$ cat config.mk
export PLATFORM = sky130hd
export DESIGN_NAME = video_timing_gen
export DESIGN_NICKNAME = d
export VERILOG_FILES = /design/src/rtl/video_timing_gen.sv
export SDC_FILE = /design/constraint.sdc
export NUM_CORES = 1
export LEC_CHECK = 0
export CORE_MARGIN = 10
export CORE_UTILIZATION = 57
export CTS_BUF_LIST = sky130_fd_sc_hd__clkbuf_4
export DETAILED_ROUTE_END_ITERATION = 12
export PLACE_DENSITY = 0.84
export SLEW_MARGIN = 0
export SYNTH_ARGS = -nofsm -noshare
export SYNTH_HDL_FRONTEND = slang
export SYNTH_SLANG_ARGS = --single-unit
$ cat constraint.sdc
create_clock -name pclk -period 7.5 [get_ports pclk]
set_clock_uncertainty 0.1 [all_clocks]
set_input_delay 0.75 -clock pclk [delete_from_list [all_inputs] [get_ports pclk]]
set_output_delay 0.75 -clock pclk [all_outputs]
set_load 0.01 [all_outputs]
$ cat src/rtl/video_timing_gen.sv
// rtl/video_timing_gen.sv - runtime-programmable raster timing generator
// Shadowed per-frame timing, look-ahead pixel request, counted or continuous frames.
module video_timing_gen #(
    parameter int PW        = 10,
    parameter int NCH       = 3,
    parameter int CW        = 12,
    parameter int RD_LAT    = 1,
    parameter int VSYNC_POL = 0,
    parameter int HSYNC_POL = 0
) (
    input  logic                pclk,
    input  logic                rst,
    input  logic                i_start,
    input  logic                i_stop,
    input  logic [15:0]         i_frames,
    input  logic [CW-1:0]       i_hsw,
    input  logic [CW-1:0]       i_hbp,
    input  logic [CW-1:0]       i_hact,
    input  logic [CW-1:0]       i_hfp,
    input  logic [CW-1:0]       i_vsw,
    input  logic [CW-1:0]       i_vbp,
    input  logic [CW-1:0]       i_vact,
    input  logic [CW-1:0]       i_vfp,
    input  logic [NCH*PW-1:0]   i_pix,
    output logic                o_busy,
    output logic                o_done,
    output logic                o_cfg_err,
    output logic                o_frame_start,
    output logic [15:0]         o_frame_cnt,
    output logic                o_req,
    output logic                o_vsync,
    output logic                o_hsync,
    output logic                o_de,
    output logic [NCH*PW-1:0]   o_pix,
    output logic [CW-1:0]       o_x,
    output logic [CW-1:0]       o_y
);
    localparam int   TW   = CW + 2;
    localparam logic HPOL = (HSYNC_POL != 0);
    localparam logic VPOL = (VSYNC_POL != 0);

    typedef enum logic [1:0] {S_IDLE, S_RUN, S_STOP_PEND} state_t;

    state_t         state_q, state_d;
    logic [CW-1:0]  hsw_q, hbp_q, hact_q, hfp_q, vsw_q, vbp_q, vact_q, vfp_q;
    logic [CW-1:0]  hsw_d, hbp_d, hact_d, hfp_d, vsw_d, vbp_d, vact_d, vfp_d;
    logic [15:0]    frames_q, frames_d;
    logic [15:0]    frame_cnt_q, frame_cnt_d;
    logic [TW-1:0]  h_cnt_q, h_cnt_d, v_cnt_q, v_cnt_d;
    logic           done_q, done_d, cfg_err_q, cfg_err_d;

    logic [TW-1:0]  htot, vtot, h_start, h_end, v_start, v_end, h_ahead;
    logic           busy, h_last, v_last, frame_last, finish, cfg_ok, load_shadow;
    logic           v_active, de, req;

    assign htot = {2'b00, hsw_q} + {2'b00, hbp_q} + {2'b00, hact_q} + {2'b00, hfp_q};
    assign vtot = {2'b00, vsw_q} + {2'b00, vbp_q} + {2'b00, vact_q} + {2'b00, vfp_q};

    assign busy       = (state_q != S_IDLE);
    assign h_last     = (h_cnt_q == htot - TW'(1));
    assign v_last     = (v_cnt_q == vtot - TW'(1));
    assign frame_last = busy && h_last && v_last;
    // A stop arriving on the very last cycle still ends this frame.
    assign finish     = (state_q == S_STOP_PEND) || i_stop ||
                        ((frames_q != 16'd0) && (frame_cnt_q == frames_q - 16'd1));

    assign cfg_ok = (i_hsw != '0) && (i_hbp != '0) && (i_hact != '0) && (i_hfp != '0) &&
                    (i_vsw != '0) && (i_vbp != '0) && (i_vact != '0) && (i_vfp != '0) &&
                    (({2'b00, i_hsw} + {2'b00, i_hbp}) >= TW'(RD_LAT));

    always_comb begin
        state_d     = state_q;
        frame_cnt_d = frame_cnt_q;
        h_cnt_d     = h_cnt_q;
        v_cnt_d     = v_cnt_q;
        done_d      = 1'b0;
        cfg_err_d   = 1'b0;
        load_shadow = 1'b0;
        case (state_q)
            S_IDLE: begin
                if (i_start) begin
                    if (cfg_ok) begin
                        state_d     = S_RUN;
                        load_shadow = 1'b1;
                        frame_cnt_d = 16'd0;
                        h_cnt_d     = '0;
                        v_cnt_d     = '0;
                    end else begin
                        cfg_err_d = 1'b1;
                    end
                end
            end
            default: begin
                if (i_stop) begin
                    state_d = S_STOP_PEND;
                end
                if (frame_last) begin
                    h_cnt_d = '0;
                    v_cnt_d = '0;
                    if (finish) begin
                        state_d = S_IDLE;
                        done_d  = 1'b1;
                    end else begin
                        frame_cnt_d = frame_cnt_q + 16'd1;
                        load_shadow = 1'b1;
                    end
                end else if (h_last) begin
                    h_cnt_d = '0;
                    v_cnt_d = v_cnt_q + TW'(1);
                end else begin
                    h_cnt_d = h_cnt_q + TW'(1);
                end
            end
        endcase

        hsw_d = hsw_q; hbp_d = hbp_q; hact_d = hact_q; hfp_d = hfp_q;
        vsw_d = vsw_q; vbp_d = vbp_q; vact_d = vact_q; vfp_d = vfp_q;
        frames_d = frames_q;
        if (load_shadow) begin
            hsw_d = i_hsw; hbp_d = i_hbp; hact_d = i_hact; hfp_d = i_hfp;
            vsw_d = i_vsw; vbp_d = i_vbp; vact_d = i_vact; vfp_d = i_vfp;
            frames_d = i_frames;
        end
    end

    always_ff @(posedge pclk) begin
        if (rst) begin
            state_q     <= S_IDLE;
            hsw_q       <= '0;
            hbp_q       <= '0;
            hact_q      <= '0;
            hfp_q       <= '0;
            vsw_q       <= '0;
            vbp_q       <= '0;
            vact_q      <= '0;
            vfp_q       <= '0;
            frames_q    <= '0;
            frame_cnt_q <= '0;
            h_cnt_q     <= '0;
            v_cnt_q     <= '0;
            done_q      <= 1'b0;
            cfg_err_q   <= 1'b0;
        end else begin
            state_q     <= state_d;
            hsw_q       <= hsw_d;
            hbp_q       <= hbp_d;
            hact_q      <= hact_d;
            hfp_q       <= hfp_d;
            vsw_q       <= vsw_d;
            vbp_q       <= vbp_d;
            vact_q      <= vact_d;
            vfp_q       <= vfp_d;
            frames_q    <= frames_d;
            frame_cnt_q <= frame_cnt_d;
            h_cnt_q     <= h_cnt_d;
            v_cnt_q     <= v_cnt_d;
            done_q      <= done_d;
            cfg_err_q   <= cfg_err_d;
        end
    end

    assign h_start  = {2'b00, hsw_q} + {2'b00, hbp_q};
    assign h_end    = h_start + {2'b00, hact_q};
    assign v_start  = {2'b00, vsw_q} + {2'b00, vbp_q};
    assign v_end    = v_start + {2'b00, vact_q};
    assign h_ahead  = h_cnt_q + TW'(RD_LAT);
    assign v_active = (v_cnt_q >= v_start) && (v_cnt_q < v_end);
    assign de       = busy && v_active && (h_cnt_q >= h_start) && (h_cnt_q < h_end);
    // Request window is the active window shifted earlier by the read latency.
    assign req      = busy && v_active && (h_ahead >= h_start) && (h_ahead < h_end);

    assign o_busy        = busy;
    assign o_done        = done_q;
    assign o_cfg_err     = cfg_err_q;
    assign o_frame_start = busy && (h_cnt_q == '0) && (v_cnt_q == '0);
    assign o_frame_cnt   = frame_cnt_q;
    assign o_req         = req;
    assign o_de          = de;
    assign o_hsync       = (busy && (h_cnt_q < {2'b00, hsw_q})) ^ HPOL;
    assign o_vsync       = (busy && (v_cnt_q < {2'b00, vsw_q})) ^ VPOL;
    assign o_pix         = de ? i_pix : '0;
    assign o_x           = de ? CW'(h_cnt_q - h_start) : '0;
    assign o_y           = de ? CW'(v_cnt_q - v_start) : '0;
endmodule

==> run summary <==
Synth top area share = 22.1%
mapped cell area = 14,500 sq um
post-route worst setup slack = 158 ps
die area = 32,200 sq um
1st-iter DRT viols = 788
Max Root-Sink Buffers = 2
DR pass1 iterations = 5
Clock power frac = 17.5%
crit path from = vsw_q[0]$_SDFFE_PP0P_
Layout Area Growth over Synthesis = 21.0%
first-pass GRT wire length = 69,000 um
number of global-route vias before repair = 13,600
Post-CTS Hold Buffers = 0
number of CTS-inserted buffers = 17
Max-slew headroom = 31.8%
Slew @ Worst Pin = 1020 ps
IO Pins = 224
Hold WC Path Type = reg -> reg
switching pwr = 1320 uW
P_leak = 0.00824 uW
top cells by area, synth = dfxtp_1 (22%), ha_1 (18%), mux2i_1 (8.0%)
Starting Density = 57.8%
layout net count = 2,329
Reg-to-Reg End = hact_q[7]$_SDFFE_PP0P_
PwrDens = 182 nW/um^2
CP endpoint = o_x[8]
P_int = 1870 uW
power share of the combinational group = 53.0%
Worst Path Arrival = 6490 ps
Mapped Avg Cell Area = 8.28 sq um
Worst setup EP type = primary output
setup violators final = 0
cell taking the most area after synthesis = dfxtp_1
status = complete, no violations
htree depth = 4
total number of vias = 13,600
Clk Latency, worst-skew pair = 580 ps
max cap viols = 0
Worst Path Max Fanout = 13
Routed WL = 43,000 um
Yosys reg bits = 160
Clock Tree Root = clkbuf_4
Routed Antenna Nets = 0
Reg power frac = 29.4%
die width = 180 um
CTS tree = yes
initial antenna violation count = 1
Post-Layout Cell Count = 2,311
final RePlAce weighted congestion = 1.00
Worst EP required = 6650 ps
Seq/Total Area, Yosys = 22.1%
total track usage = 25.4%
clk slew on worst S/H paths = 140 ps
r2r startpoint = hsw_q[0]$_SDFFE_PP0P_
Post-synth top flop = dfxtp_1
Mapped Cells = 1,753
final hold slack = 411 ps
post-layout minimum cycle time = 7340 ps
Max VDD drop = 0.000108 V
Ys Warns = 0
die height = 180 um
Rows = 58
port bufs = 223
most common cell in the synthesized netlist = ha_1
EDFF count, synth = 0
setup TNS = 0 ps
share of post-route cells with drive strength above 1 = 5.05%
syn nets = 2,116
pin count of the biggest net entering global routing = 95
CP Class = reg -> out
total congestion overflow = 0
total power = 3190 uW
estimated wirelength of the detail-placed design = 34,200 um
Post-synth top cells = ha_1 (208), nor2_1 (190), dfxtp_1 (160)
fraction of the cycle the final worst path needs = 97.9%
Final Hold Viols = 0
Yosys cell types = 72
core area = 25,100 sq um
drt drc = 0
r2r setup slk = 470 ps
pre-CTS setup slack = 117 ps
Routed wire per std cell = 18.6 um
DR vias/cell = 5.89
# clock sinks = 160
Placed Instances = 2,273
r2r worst-path depth = 30
max-slew violation count = 0
critical path launch point type = flop
Net Sw Frac = 41.4%
FMAX = 136 MHz
async set-reset flop share out of synthesis = 0%
[logic make-up (layout without fill, tap and decap cells)]
group           after synthesis  in the layout  synth area share [%]
other cells                   0              2                     0
simple gates                576            576                  20.5
buf+inv                     209            435                  6.24
compound gates              329            329                  15.0
mux                         117            117                  8.08
xor+xnor                    144            144                  8.79
fa+ha+maj                   218            218                  19.2
flops                       160            160                  22.1
[worst min-delay path by stage]
| stage | start | endpoint | cells after the start |
|---|---|---|---|
| floorplan | hfp_q[0]$_SDFFE_PP0P_ | hfp_q[0]$_SDFFE_PP0P_ | 2 |
| global placement | hfp_q[8]$_SDFFE_PP0P_ | hfp_q[8]$_SDFFE_PP0P_ | 2 |
| detailed placement | hfp_q[2]$_SDFFE_PP0P_ | hfp_q[2]$_SDFFE_PP0P_ | 2 |
| CTS | rst | hbp_q[8]$_SDFFE_PP0P_ | 2 |
| global route | rst | hbp_q[10]$_SDFFE_PP0P_ | 2 |
| finish | state_q[0]$_SDFFE_PP0P_ | state_q[0]$_SDFFE_PP0P_ | 2 |
[final cells by class]
cell class / count / area [sq um]
Multi-Input combinational cell: 1384 / 10600
Fill cell: 2061 / 7540
Clock inverter: 14 / 156
Antenna cell: 2 / 5.00
Inverter: 153 / 574
Timing Repair Buffer: 250 / 2520
Clock buffer: 18 / 135
Tap cell: 330 / 413
Sequential cell: 160 / 3210
[stage by stage]
step | area [sq um] | util (%)
after floorplan | 14500 | -
after global placement | 17000 | 67.9
after detailed placement | 17000 | 67.9
after CTS | 17400 | 69.2
after global routing | 17600 | 70.0
final | 17600 | 70.0
[power groups by stage]
stage	Sequential (uW)	Clock, uW	Combinational [uW]
after global placement	955	0	1600
after global routing	945	601	1870
after floorplan	938	0	1250
after detailed placement	957	0	1640
after CTS	938	568	1650
final	939	560	1690
[sequential cells by signal, indices dropped and copies added, names as in the netlist]
| register | cells |
|---|---|
| frames_q | 16 |
| h_cnt_q | 14 |
| hact_q | 12 |
| hbp_q | 12 |
| hfp_q | 12 |
| hsw_q | 12 |
| o_cfg_err | 1 |
| o_done | 1 |
| o_frame_cnt | 16 |
| state_q | 2 |
| v_cnt_q | 14 |
| vact_q | 12 |
| vbp_q | 12 |
| vfp_q | 12 |
| vsw_q | 12 |
[routing by layer]
metal | global-route usage [%] | vias up | share of wire, %
li1 | - | 6695 | -
met1 | 29.4 | 6357 | 42
met2 | 45.9 | 435 | 49
met3 | 3.92 | 117 | 4.7
met4 | 9.73 | 0 | 3.8
met5 | 0 | - | 0
[placed cells by master, fill, tap and decap left out, types with 40 or more instances in the layout]
cell and count:
inv_1 153, mux2i_1 116, ha_1 207, dfxtp_1 158, nand2_1 66, nand3_1 44
o21ai_0 61, and2_1 40, nor2_1 189, a21o_1 51, xor2_1 58, a21oi_1 77
clkdlybuf4s50_1 204, xnor2_1 81, nor4_1 55
[worst max-delay path: stages, from the launching register on]
cell and delay [ps]:
dfxtp_1 350, ha_1 230, fa_1 410, a21o_1 190
a21oi_2 150, nand2b_1 160, nand2b_1 60, a21oi_1 180
xnor2_1 140, ha_1 260, nor3_2 190, nor2b_1 240
nor2_1 90, xnor2_1 290, ha_1 300, a21oi_1 150
nor2b_1 60, o21ai_0 170, nand2b_1 70, a21oi_1 150
o211ai_1 140, a311oi_2 430, o211ai_1 220, buf_4 250
nor4_1 390, clkdlybuf4s50_1 640
[timing repair]
action / CTS / global route
setup buffers: 1 / 3
gates cloned: 0 / 0
setup endpoints to repair: 56 / 56
resized for setup: 12 / 39
pin swaps: 3 / 9
No activity file was read; power rests on OpenSTA's default activity.
